==> src/rtl/lcd_defs.sv <==
// Shared definitions for the HD44780 writer: FSM encodings and the fixed
// command bytes used during init and line addressing.
package lcd_defs;

    typedef enum logic [2:0] {
        ST_PWR,
        ST_INIT,
        ST_IDLE,
        ST_HOME,
        ST_CHAR,
        ST_LINE2
    } state_t;

    typedef enum logic [1:0] {
        TX_IDLE,
        TX_SETUP,
        TX_PULSE,
        TX_WAIT
    } tx_phase_t;

    localparam logic [7:0] CMD_FUNC_SET = 8'h38;
    localparam logic [7:0] CMD_DISP_ON  = 8'h0C;
    localparam logic [7:0] CMD_ENTRY    = 8'h06;
    localparam logic [7:0] CMD_CLEAR    = 8'h01;
    localparam logic [7:0] CMD_LINE1    = 8'h80;
    localparam logic [7:0] CMD_LINE2    = 8'hC0;

    localparam logic [4:0] ADDR_LINE1_END = 5'd15;
    localparam logic [4:0] ADDR_LAST      = 5'd31;

    // Init sequence order: 8-bit/2-line, display on, auto-increment, clear.
    function automatic logic [7:0] init_cmd(input logic [1:0] idx);
        case (idx)
            2'd0:    return CMD_FUNC_SET;
            2'd1:    return CMD_DISP_ON;
            2'd2:    return CMD_ENTRY;
            default: return CMD_CLEAR;
        endcase
    endfunction

endpackage

==> src/rtl/lcd_byte_tx.sv <==
// One HD44780 bus write: SETUP (1 cycle), PULSE (en high), then a settle WAIT.
// done pulses on the last WAIT cycle; start is ignored until then.
module lcd_byte_tx
    import lcd_defs::*;
#(
    parameter int EN_CYCLES = 25,
    parameter int CMD_WAIT  = 2500,
    parameter int CLR_WAIT  = 100000
) (
    input  logic       clk,
    input  logic       rst_n,
    input  logic       start,
    input  logic [7:0] tx_byte,
    input  logic       rs,
    input  logic       long_wait,
    output logic [7:0] lcd_data,
    output logic       lcd_rs,
    output logic       lcd_en,
    output logic       done
);

    localparam logic [31:0] PULSE_LAST = 32'(EN_CYCLES - 1);
    localparam logic [31:0] CMD_LAST   = 32'(CMD_WAIT - 1);
    localparam logic [31:0] CLR_LAST   = 32'(CLR_WAIT - 1);

    tx_phase_t   phase_q, phase_d;
    logic [31:0] cnt_q, cnt_d;
    logic [7:0]  data_q, data_d;
    logic        rs_q, rs_d;
    logic        long_q, long_d;

    always_ff @(posedge clk) begin
        if (!rst_n) begin
            phase_q <= TX_IDLE;
            cnt_q   <= '0;
            data_q  <= 8'h00;
            rs_q    <= 1'b0;
            long_q  <= 1'b0;
        end else begin
            phase_q <= phase_d;
            cnt_q   <= cnt_d;
            data_q  <= data_d;
            rs_q    <= rs_d;
            long_q  <= long_d;
        end
    end

    always_comb begin
        phase_d = phase_q;
        cnt_d   = cnt_q;
        data_d  = data_q;
        rs_d    = rs_q;
        long_d  = long_q;
        done    = 1'b0;
        case (phase_q)
            TX_IDLE: begin
                if (start) begin
                    data_d  = tx_byte;
                    rs_d    = rs;
                    long_d  = long_wait;
                    cnt_d   = '0;
                    phase_d = TX_SETUP;
                end
            end
            TX_SETUP: begin
                cnt_d   = '0;
                phase_d = TX_PULSE;
            end
            TX_PULSE: begin
                if (cnt_q == PULSE_LAST) begin
                    cnt_d   = '0;
                    phase_d = TX_WAIT;
                end else begin
                    cnt_d = cnt_q + 32'd1;
                end
            end
            default: begin
                if (cnt_q == (long_q ? CLR_LAST : CMD_LAST)) begin
                    done    = 1'b1;
                    cnt_d   = '0;
                    phase_d = TX_IDLE;
                end else begin
                    cnt_d = cnt_q + 32'd1;
                end
            end
        endcase
    end

    // data/rs are registered at start, so they are stable across SETUP and PULSE.
    assign lcd_data = data_q;
    assign lcd_rs   = rs_q;
    assign lcd_en   = (phase_q == TX_PULSE);

endmodule

==> src/rtl/lcd_writer.sv <==
// Renders a 2x16 opcode/immediate view on an HD44780: power-up wait, init
// commands, then a 34-write frame whenever the inputs change or refresh is asked.
module lcd_writer
    import lcd_defs::*;
#(
    parameter int EN_CYCLES = 25,
    parameter int CMD_WAIT  = 2500,
    parameter int CLR_WAIT  = 100000,
    parameter int PWR_WAIT  = 1000000
) (
    input  logic       clk,
    input  logic       rst_n,
    input  logic [3:0] opcode,
    input  logic [3:0] imm4,
    input  logic       refresh,
    output logic [4:0] rom_addr,
    output logic [3:0] rom_opcode,
    output logic [3:0] rom_imm4,
    input  logic [7:0] lcd_val,
    output logic [7:0] lcd_data,
    output logic       lcd_rs,
    output logic       lcd_rw,
    output logic       lcd_en,
    output logic       busy
);

    localparam logic [31:0] PWR_LAST = 32'(PWR_WAIT - 1);

    state_t      state_q, state_d;
    logic [31:0] cnt_q, cnt_d;
    logic [1:0]  init_idx_q, init_idx_d;
    logic        sent_q, sent_d;
    logic [4:0]  addr_q, addr_d;
    logic [3:0]  op_q, op_d;
    logic [3:0]  imm_q, imm_d;
    logic        pend_q, pend_d;
    logic        hold_q, hold_d;

    logic        tx_start, tx_rs, tx_long, tx_done;
    logic [7:0]  tx_byte;

    always_ff @(posedge clk) begin
        if (!rst_n) begin
            state_q    <= ST_PWR;
            cnt_q      <= '0;
            init_idx_q <= 2'd0;
            sent_q     <= 1'b0;
            addr_q     <= 5'd0;
            op_q       <= 4'h0;
            imm_q      <= 4'h0;
            pend_q     <= 1'b0;
            hold_q     <= 1'b0;
        end else begin
            state_q    <= state_d;
            cnt_q      <= cnt_d;
            init_idx_q <= init_idx_d;
            sent_q     <= sent_d;
            addr_q     <= addr_d;
            op_q       <= op_d;
            imm_q      <= imm_d;
            pend_q     <= pend_d;
            hold_q     <= hold_d;
        end
    end

    always_comb begin
        state_d    = state_q;
        cnt_d      = cnt_q;
        init_idx_d = init_idx_q;
        sent_d     = sent_q;
        addr_d     = addr_q;
        op_d       = op_q;
        imm_d      = imm_q;
        pend_d     = pend_q;
        hold_d     = hold_q;
        tx_start   = 1'b0;
        tx_byte    = 8'h00;
        tx_rs      = 1'b0;
        case (state_q)
            ST_PWR: begin
                if (cnt_q == PWR_LAST) begin
                    cnt_d   = '0;
                    state_d = ST_INIT;
                end else begin
                    cnt_d = cnt_q + 32'd1;
                end
            end
            ST_INIT: begin
                tx_byte = init_cmd(init_idx_q);
                if (tx_done) begin
                    init_idx_d = init_idx_q + 2'd1;
                    if (init_idx_q == 2'd3) state_d = ST_IDLE;
                end
            end
            ST_IDLE: begin
                // Input compare is masked for one IDLE cycle after a snapshot load.
                hold_d = 1'b0;
                if (refresh || pend_q ||
                    (!hold_q && ({opcode, imm4} != {op_q, imm_q}))) begin
                    op_d    = opcode;
                    imm_d   = imm4;
                    pend_d  = 1'b0;
                    hold_d  = 1'b1;
                    state_d = ST_HOME;
                end
            end
            ST_HOME: begin
                tx_byte = CMD_LINE1;
                if (tx_done) state_d = ST_CHAR;
            end
            ST_CHAR: begin
                tx_byte = lcd_val;
                tx_rs   = 1'b1;
                if (tx_done) begin
                    addr_d = addr_q + 5'd1;
                    if (addr_q == ADDR_LINE1_END) state_d = ST_LINE2;
                    else if (addr_q == ADDR_LAST)  state_d = ST_IDLE;
                end
            end
            ST_LINE2: begin
                tx_byte = CMD_LINE2;
                if (tx_done) state_d = ST_CHAR;
            end
            default: state_d = ST_PWR;
        endcase

        // One start per byte state; done re-arms it for the following byte.
        if (state_q inside {ST_INIT, ST_HOME, ST_CHAR, ST_LINE2}) begin
            tx_start = !sent_q;
            if (tx_done)      sent_d = 1'b0;
            else if (!sent_q) sent_d = 1'b1;
        end

        if (refresh && state_q != ST_IDLE) pend_d = 1'b1;
    end

    assign tx_long = (tx_byte == CMD_CLEAR) && !tx_rs;

    lcd_byte_tx #(
        .EN_CYCLES(EN_CYCLES),
        .CMD_WAIT (CMD_WAIT),
        .CLR_WAIT (CLR_WAIT)
    ) u_tx (
        .clk      (clk),
        .rst_n    (rst_n),
        .start    (tx_start),
        .tx_byte  (tx_byte),
        .rs       (tx_rs),
        .long_wait(tx_long),
        .lcd_data (lcd_data),
        .lcd_rs   (lcd_rs),
        .lcd_en   (lcd_en),
        .done     (tx_done)
    );

    assign rom_addr   = addr_q;
    assign rom_opcode = op_q;
    assign rom_imm4   = imm_q;
    assign lcd_rw     = 1'b0;
    assign busy       = (state_q != ST_IDLE);

endmodule

==> config.mk <==
export PLATFORM = sky130hd
export DESIGN_NAME = lcd_writer
export DESIGN_NICKNAME = d
export VERILOG_FILES = /design/src/rtl/lcd_defs.sv /design/src/rtl/lcd_byte_tx.sv /design/src/rtl/lcd_writer.sv
export SDC_FILE = /design/constraint.sdc
export NUM_CORES = 1
export LEC_CHECK = 0
export CORE_MARGIN = 2
export CORE_UTILIZATION = 30
export DETAILED_ROUTE_END_ITERATION = 10
export HOLD_SLACK_MARGIN = 0.15
export PLACE_DENSITY_LB_ADDON = 0.12
export SLEW_MARGIN = 20
export SYNTH_ARGS = -nofsm -noshare
export SYNTH_HDL_FRONTEND = slang
export SYNTH_SLANG_ARGS = --single-unit
==> constraint.sdc <==
create_clock -name clk -period 3.1 [get_ports clk]
set_input_delay 0.62 -clock clk [delete_from_list [all_inputs] [get_ports clk]]
set_output_delay 0.62 -clock clk [all_outputs]
set_load 0.01 [all_outputs]
# --- Word level (Yosys, flattened, before mapping) ---
# Cells that the tools add are included.
totals:
  reg_bits: 97
  output_inout_bits: 25
classes:
  n_addsub: 4
  n_eq_ne: 27
  muxes: 30
  n_reduce_logical: 24
op_table:
  columns: ["cell", "count"]
  rows:
  - ["$mux 32", 4]
  - ["$pmux 32 s3", 1]
  - ["$add 32x1->32 const B", 2]
  - ["$eq 32x20->1 const B", 1]
  - ["$eq 32x32->1", 1]
  - ["$eq 32x5->1 const B", 1]
  - ["$pmux 8 s4", 1]
  - ["$mux 3", 8]
  - ["$pmux 6 s3", 1]
  - ["$mux 17", 1]
  - ["$pmux 3 s5", 1]
  - ["$ne 2x2->1 const B", 6]
  - ["$reduce_and 2->1", 5]
  - ["$mux 1", 9]
  - ["$eq 8x1->1 const B", 1]
  - ["$ne 8x8->1", 1]
  - ["$reduce_bool 4->1", 2]
  - ["$reduce_and 7->1", 1]
  - ["$eq 2x2->1 const B", 3]
  - ["$eq 3x2->1 const B", 2]
  - ["$eq 3x3->1 const B", 2]
  - ["$mux 2", 3]
  - ["$pmux 2 s3", 1]
  - ["$add 5x1->5 const B", 1]
  - ["other kinds (17)", 26]

# --- Depth between registers and ports, before layout ---
# Gate-level depths: netlist of run 1.
logic_depth:
  ltp_word: 6
  ltp_mapped: 9

# --- By module ---
# From an unflattened synthesis of run 1, not the netlist that was laid out.
unflattened:
  hier_cells: 652
  hier_area_um2: 5326.4
by_module_without_submodules:
  columns: ["module", "n_inst", "cells_each", "area_each_um2", "seq_area_each_um2"]
  rows:
  - ["lcd_writer", 1, 331, 2827.7, 1061.0]
  - ["lcd_byte_tx", 1, 321, 2498.6, 880.8]

# --- Least setup slack after synthesis of run 1 ---
# No wires, ideal clock.
synth_timing:
  kind: "register to register"
  from: "register u_tx.cnt_q[6]"
  to: "register state_q[0]"
  t_arrival_ns: 2.169
  required_ns: 3.031
  setup_slack_ns: 0.862
  path_stages_with_launch: 8
  period_less_slack_ns: 2.238
  cell_sequence: "dfxtp_1 > buf_2 > nand4bb_1 > or3_4 > a2111oi_4 > o221ai_2 > or3_1 > o21ai_1"
synth_via:
  elab_chain_cells: 5
  word_cells_on_any_way: 7
  cone_classes: "eq/ne (4); mux (2); reduce/logical (1)"
synth_rtl:
  columns: ["element", "line_no", "source"]
  rows:
  - ["from (decl)", "lcd_byte_tx.sv:27", "logic [31:0] cnt_q, cnt_d;"]
  - ["from (signal assigned)", "lcd_byte_tx.sv:41", "cnt_q <= cnt_d;"]
  - ["$eq 32x32->1 (*)", "lcd_byte_tx.sv:78", "if (cnt_q == (long_q ? CLR_LAST : CMD_LAST)) begin"]
  - ["$mux 1 (*)", "lcd_byte_tx.sv:78", null]
  - ["$mux 1 (*)", "lcd_byte_tx.sv:55", "case (phase_q)"]
  - ["$ne 2x2->1 (no line) or $ne 2x1->1 (tied branches)", null, null]
  - ["$reduce_and 7->1 (no line) (*)", null, null]
  - ["to (signal assigned)", "lcd_writer.sv:54", "state_q <= state_d;"]
  - ["to (decl)", "lcd_writer.sv:29", "state_t state_q, state_d;"]
# Every way passes the cells marked *; elsewhere a longest branch is shown, timed or not.
# A chain may end at the register's enable or synchronous reset.

# --- Worst setup path in the final report of run 1 ---
layout_timing:
  from: "register state_q[1]"
  to: "output busy"
layout_via:
  elab_chain_cells: 1
layout_rtl:
  columns: ["element", "line_no", "source"]
  rows:
  - ["$ne 3x2->1", "lcd_writer.sv:160", "assign busy = (state_q != ST_IDLE);"]
  - ["to (decl)", "lcd_writer.sv:24", "output logic busy"]
# Every way passes these cells.

==> results by group, run 1 <==
Outcome
  – Outcome: finished clean

GRT
  – Largest net degree at the start of global routing: 31
  – First-pass GRT wire length: 19000 um
  – GRT Overall Usage: around 14%
  – Number of global-route vias before repair: around 3800
  – Initial antenna violation count: 0
  – GRT overflow: 0

Layout
  – Fin area: slightly below 6000 um2
  – Syn-to-layout area delta: 22.4%
  – Diode count: 0
  – Non-Filler Instances: around 830
  – Nets: between 600 and 700
  – Leading cell types in the layout, fill and taps excluded: nor2_1 (104), dfxtp_1 (97), nand2_1 (43)
  – Layout cell share with drive strength beyond 1: between 6 and 7%
  – Commonest non-fill, non-tap cell in the layout: nor2_1

Synth
  – Syn nets: 596
  – Post-Synthesis Cells: roughly 560
  – Mean Syn Cell Area: approximately 8.5 um2
  – Yosys warning count: 0
  – Ys flop type: dfxtp_1
  – Post-synth EDFFs: 0
  – Ys async rst share: 0%
  – Post-Syn Area: ~4800 um2
  – Register bit total from synthesis: between 90 and 100
  – Distinct cell type count after synthesis: a little over 50
  – Seq/Total Area, Yosys: 40.8%

STA
  – Slew headroom: between 30% and 40%
  – Crit share post-route: 81.1%
  – Period minus WS final: about 2.5 ns
  – Worst setup margin: 0.585 ns
  – Count of final setup violators: 0
  – Layout Skew: roughly 0.0065 ns
  – Final Hold Fails: 0
  – Setup TNS: 0 ns
  – RSZ-0062 raised after global routing: no
  – Peak Freq: just under 400 MHz
  – Fin. max-slew vios: 0
  – Slew at the pin closest to its max-slew limit: 0.914 ns

Placed design
  – DP Area: approximately 5500 um2
  – RePlAce Congestion: ~0.76
  – Dpl hpwl: 8120 um
  – Worst slack, placed: ~0.59 ns
  – Buffers on Ports: 42
  – Placed cell count: between 800 and 900

Routing
  – DRC viols: 0
  – Routed WL: approximately 11000 um
  – First-pass DRT Iterations: 4
  – Routed via count: 4007
  – WL/cell: around 14 um
  – Via density: just under 5
  – Antenna-violating nets left: 0
  – 1st-iter DRT viols: 261

Pwr
  – Pwr Density: about 450 nW/um2
  – Int Pwr: slightly above 2 mW
  – Sequential power share: around 48%
  – Tot Pwr: 2.61 mW
  – Sw frac: between 20% and 30%
  – Peak VDD IR: roughly 0.26 mV
  – Comb pwr share: 4.6%
  – Clock share of power: about 47%
  – Leak pwr: approximately 2.1 nW
  – Psw: 574 uW

Floorplan
  – Die H: around 130 um
  – Die width: between 100 and 150 um
  – Site Rows: 46
  – Number of I/O pins: 44
  – Die ar.: approximately 17000 um2
  – Initial Utilization: slightly above 30%
  – Core footprint: approximately 16000 um2

Worst setup path
  – Startpoint type of the worst setup path: register
  – Crit Path Max Fanout: 11
  – Req. time, crit path: 2.48 ns
  – Crit Path Category: reg2out
  – Data arrival time of the critical path: between 1.5 and 2 ns
  – Worst setup EP type: output pin

Clocking
  – Post-CTS Hold Buffers: 0
  – Total setup buffers inserted after CTS: 0
  – Clk pin slew, worst setup/hold paths: roughly 0.07 ns
  – Resized Gates After CTS: 0
  – Clock tree buffer depth: 2
  – Clock latency on the worst-skew pair: 0.34 ns
  – Root Buffer: clkbuf_16
  – CTS H-tree lvls: 3
  – TritonCTS Buffers: 9
  – CTS Sinks: 97
  – TritonCTS clock tree: built

Hold path
  – Hold Path Class: reg2reg

Flow run
  – Max cap viols: 0
metal layers:
metal	GRT usage, %	wire length, um	share of wire (%)
met5	0	0	0
met1	20.8	5880	52
met2	20.0	4770	42
met3	2.79	418	3.7
met4	5.82	215	1.9
worst max-delay path, stage by stage, from the launching register on:
cell and delay, ns:
dfxtp_1 0.52, nand2b_1 0.12, nor2_1 0.33, inv_1 0.09, clkdlybuf4s50_1 0.49
final timing paths:
path,startpoint,slack [ns],end,depth (start not counted)
hold / removal,u_tx.lcd_data[6],0.47,u_tx.lcd_data[6],2
setup / recovery,state_q[1],0.59,busy,4
setup reg to reg,state_q[0],0.62,u_tx.cnt_q[13],6
hold reg to reg,u_tx.lcd_data[6],0.47,u_tx.lcd_data[6],2
power by group through the flow:
| stage | registers [mW] | clock network (mW) | logic (mW) |
|---|---|---|---|
| detailed placement | 1.29 | 0 | 0.122 |
| CTS | 1.26 | 1.27 | 0.122 |
| global placement | 1.29 | 0 | 0.119 |
| global route | 1.26 | 1.31 | 0.136 |
| floorplan | 1.29 | 0 | 0.0663 |
| finish | 1.26 | 1.23 | 0.121 |
cell type report:
class                           count  area [um2]
Fill cell                        1621        9880
Multi-Input combinational cell    435        2720
Sequential cell                    97        1940
Timing Repair Buffer               56         526
Tap cell                          216         270
Clock buffer                       10         239
Clock inverter                      6        90.1
Inverter                           12        45.0
cells by family (layout without fill, tap and decap cells):
kind of cell,after synthesis,after routing,share of synthesized area (%)
simple gates,280,280,28.6
mux,11,11,2.31
flops,97,97,40.8
fa+ha+maj,15,15,3.94
other cells,1,1,0.0787
buf+inv,30,84,2.57
compound gates,57,57,8.72
xor+xnor,71,71,13.1
per-stage QoR:
stage,hold WS [ns],util [%]
after CTS,0.467,37.1
after detailed placement,0.448,35.0
after global placement,0.451,35.0
after global routing,0.498,37.1
final,0.465,37.1
after floorplan,0.444,-
cell usage after synthesis (14+ instances only):
cell type	n	share of area [%]
xor2_1	41	7.5
nand2_1	43	3.4
ha_1	15	3.9
nor3_1	19	2.0
nand4_1	18	2.4
dfxtp_1	97	41
a21oi_1	14	1.5
nor4_1	18	2.4
xnor2_1	30	5.5
and3_1	14	1.8
nand3_1	32	3.4
nor2_1	104	8.2
flip-flops by register name, indices dropped and copies added (netlist names):
register       flops
cnt_q             32
u_tx.cnt_q        32
u_tx.lcd_data      8
rom_addr           5
rom_imm4           4
rom_opcode         4
state_q            3
init_idx_q         2
u_tx.phase_q       2
hold_q             1
pend_q             1
sent_q             1
u_tx.lcd_rs        1
u_tx.long_q        1
No activity file was read; power rests on OpenSTA's default activity.
==> inputs of run 2 (changes only) <==
- clock period: 3.1 -> 2.14 ns (I/O delays scaled with it)
==> run 2 against run 1 <==
Effect of this change: critical path depth rose by 6; total power rose by 42%; final area rose by 9.9%; critical path type is now reg2reg; clock power rose by 34%; critical endpoint is now u_tx.cnt_q[24]; first-iteration DRC count fell by 45%; largest power group unchanged.
==> results by group, run 2 (synthesis gave the netlist of run 1 again) <==
Clocking
  – Clock latency on the worst-skew pair: 0.35 ns (about the same)
  – TritonCTS Buffers: 9 (unchanged)
  – TritonCTS clock tree: built
  – Root Buffer: clkbuf_16
  – CTS Sinks: 97 (unchanged)
  – CTS H-tree lvls: 3 (unchanged)
  – Clock tree buffer depth: 2 (unchanged)
  – Clk pin slew, worst setup/hold paths: 0.07 ns (about the same)

Placed design
  – Dpl hpwl: 8460 um (+4.2%)
  – Buffers on Ports: 42 (unchanged)
  – RePlAce Congestion: 0.777 (+2.8%)
  – Worst slack, placed: -0.216 ns (-0.804 ns)
  – Placed cell count: 874 (+7.1%)
  – DP Area: 5980 um2 (+8.7%)

STA
  – Period minus WS final: between 2 and 2.5 ns
  – Layout Skew: 0.00600 ns (-0.000499 ns)
  – Count of final setup violators: 0 (unchanged)
  – Setup TNS: 0 ns (unchanged)
  – Fin. max-slew vios: 0 (unchanged)
  – Slew headroom: 49.4% (+11 points)
  – RSZ-0062 raised after global routing: yes
  – Final Hold Fails: 0 (unchanged)
  – Hold WS: 0.460 ns (-0.00533 ns)
  – Slew at the pin closest to its max-slew limit: 0.756 ns (-0.158 ns)
  – Peak Freq: ~470 MHz
  – Worst setup margin: 0.0105 ns (-0.575 ns)
  – Crit share post-route: between 90% and 100%

GRT
  – Number of global-route vias before repair: 4113 (+9.1%)
  – First-pass GRT wire length: 19300 um (+1.7%)
  – Largest net degree at the start of global routing: 32 (+3.2%)
  – Initial antenna violation count: 0 (unchanged)
  – GRT overflow: 0 (unchanged)
  – GRT Overall Usage: 14.2% (+0.12 points)

Layout
  – Fin area: 6400 um2 (+9.9%)
  – Leading cell types in the layout, fill and taps excluded: nor2_1 (103), dfxtp_1 (91), buf_4 (70)
  – Diode count: 0 (unchanged)
  – Commonest non-fill, non-tap cell in the layout: nor2_1
  – Final core utilization: 40.7% (+3.7 points)
  – Non-Filler Instances: 893 (+7.3%)
  – Syn-to-layout area delta: 34.4%
  – Layout cell share with drive strength beyond 1: 17.4% (+11 points)
  – Nets: 707 (+9.6%)
  – Fillers: 1559 (-3.8%)

Worst setup path
  – Buf/Inv on CP: 4 (+2)
  – Largest delay share family, worst path: buffers and inverters
  – FF-to-FF setup slack: 0.01 ns (-0.61 ns)
  – RR Endpoint: u_tx.cnt_q[24]
  – Worst r2r src: u_tx.cnt_q[24]
  – Crit Path Category: reg2reg
  – Data arrival time of the critical path: 2.37 ns (+0.48 ns)
  – Worst reg-to-reg path cell count: 10 (+4)
  – CP Cell Sequence: nor4_2 > buf_4 > nand4_1 > buf_4 > a2111oi_4 > buf_6 > a21oi_1 > o31ai_4 > clkbuf_16 > nor2_1
  – CP dominant cell by count: buf_4
  – Worst setup EP type: register
  – Req. time, crit path: 2.38 ns (-0.10 ns)
  – Max incr delay on CP: 0.32 ns (-0.20 ns)
  – Crit Path Max Fanout: 8 (-3)
  – Slowest stage cell, crit path: dfxtp_2
  – Startpoint type of the worst setup path: register

Routing
  – 1st-iter DRT viols: 143 (-45%)
  – WL/cell: 13.0 um (-4.0%)
  – First-pass DRT Iterations: 4 (unchanged)
  – Via density: 4.76 (-1.2%)
  – DRC viols: 0 (unchanged)
  – Routed WL: 11600 um (+3.1%)
  – Routed via count: 4250 (+6.1%)
  – Antenna-violating nets left: 0 (unchanged)

Floorplan
  – Die H: 130 um (unchanged)
  – Number of I/O pins: 44 (unchanged)
  – Site Rows: 46 (unchanged)
  – Initial Utilization: 30.3% (unchanged)
  – Die width: 130 um (unchanged)
  – Core footprint: 15700 um2 (unchanged)
  – Die ar.: 16900 um2 (unchanged)

Hold path
  – Hold Crit Depth: 2 (unchanged)
  – Worst Min Path Start: u_tx.lcd_rs
  – Hold Path Class: reg2reg
  – Worst Hold End: u_tx.lcd_rs

Flow run
  – Max cap viols: 0 (unchanged)

Pwr
  – Leak pwr: 2.47 nW (+16%)
  – Tot Pwr: 3.70 mW (+42%)
  – Peak VDD IR: 0.269 mV (+4.5%)
  – Pwr Density: 577 nW/um2 (+29%)

Outcome
  – Outcome: finished clean
run 2: changes by cell type in the layout (fill, tap and decap cells not counted), sizes merged:
cell    previous run  this run
inv               13        12
bufinv             2         1
clkinv             2         0
buf               14        75
clkbuf            10        14
run 2: routing by layer:
layer  wire, um  global-route usage (%)  up-vias
met5          0                       0        -
met4        229                    6.33        0
met3        376                    2.05       15
met2       5230                    22.9       75
met1       5790                    19.0     1979
li1           -                       -     2181
run 2: area by class of cell:
class | count | area (um2) | share of cell area, %
clock buffers | 13 | 260 | 4.06
flip-flops and latches | 97 | 1950 | 30.4
multi-input cells | 435 | 2800 | 43.7
clock inverters | 2 | 37.5 | 0.586
repair buffers | 118 | 1040 | 16.3
inverters | 12 | 45.0 | 0.704
well taps | 216 | 270 | 4.22
run 2: repair_timing:
action,CTS,global route
hold buffers,0,0
endpoints found under the setup margin,42,42
gates resized for setup,9,10
setup buffers,1,1
cloned,0,2
pin swaps,4,4
run 2: how the worst max path moves through the flow:
stage                         from             end  cells after the start
floorplan            u_tx.cnt_q[6]     rom_addr[3]                      7
global placement           imm4[3]      state_q[2]                      8
detailed placement         imm4[3]   rom_opcode[2]                      8
CTS                 u_tx.cnt_q[27]      state_q[0]                      9
global route        u_tx.cnt_q[24]      state_q[0]                      9
finish              u_tx.cnt_q[24]  u_tx.cnt_q[24]                     10
run 2: power breakdown:
group	switching (mW)	leakage [nW]	total [mW]	internal (mW)
registers	0.00996	0.785	1.82	1.81
logic	0.119	1.55	0.226	0.108
clock network	0.680	0.142	1.65	0.965
total	0.809	2.47	3.70	2.89
run 2: worst register-to-register path, stage by stage, from the launching register on:
cell and delay (ns):
dfxtp_2 0.32, nor4_2 0.25, buf_4 0.15, nand4_1 0.16
buf_4 0.21, a2111oi_4 0.21, buf_6 0.19, a21oi_1 0.11
o31ai_4 0.13, clkbuf_16 0.24, nor2_1 0.05
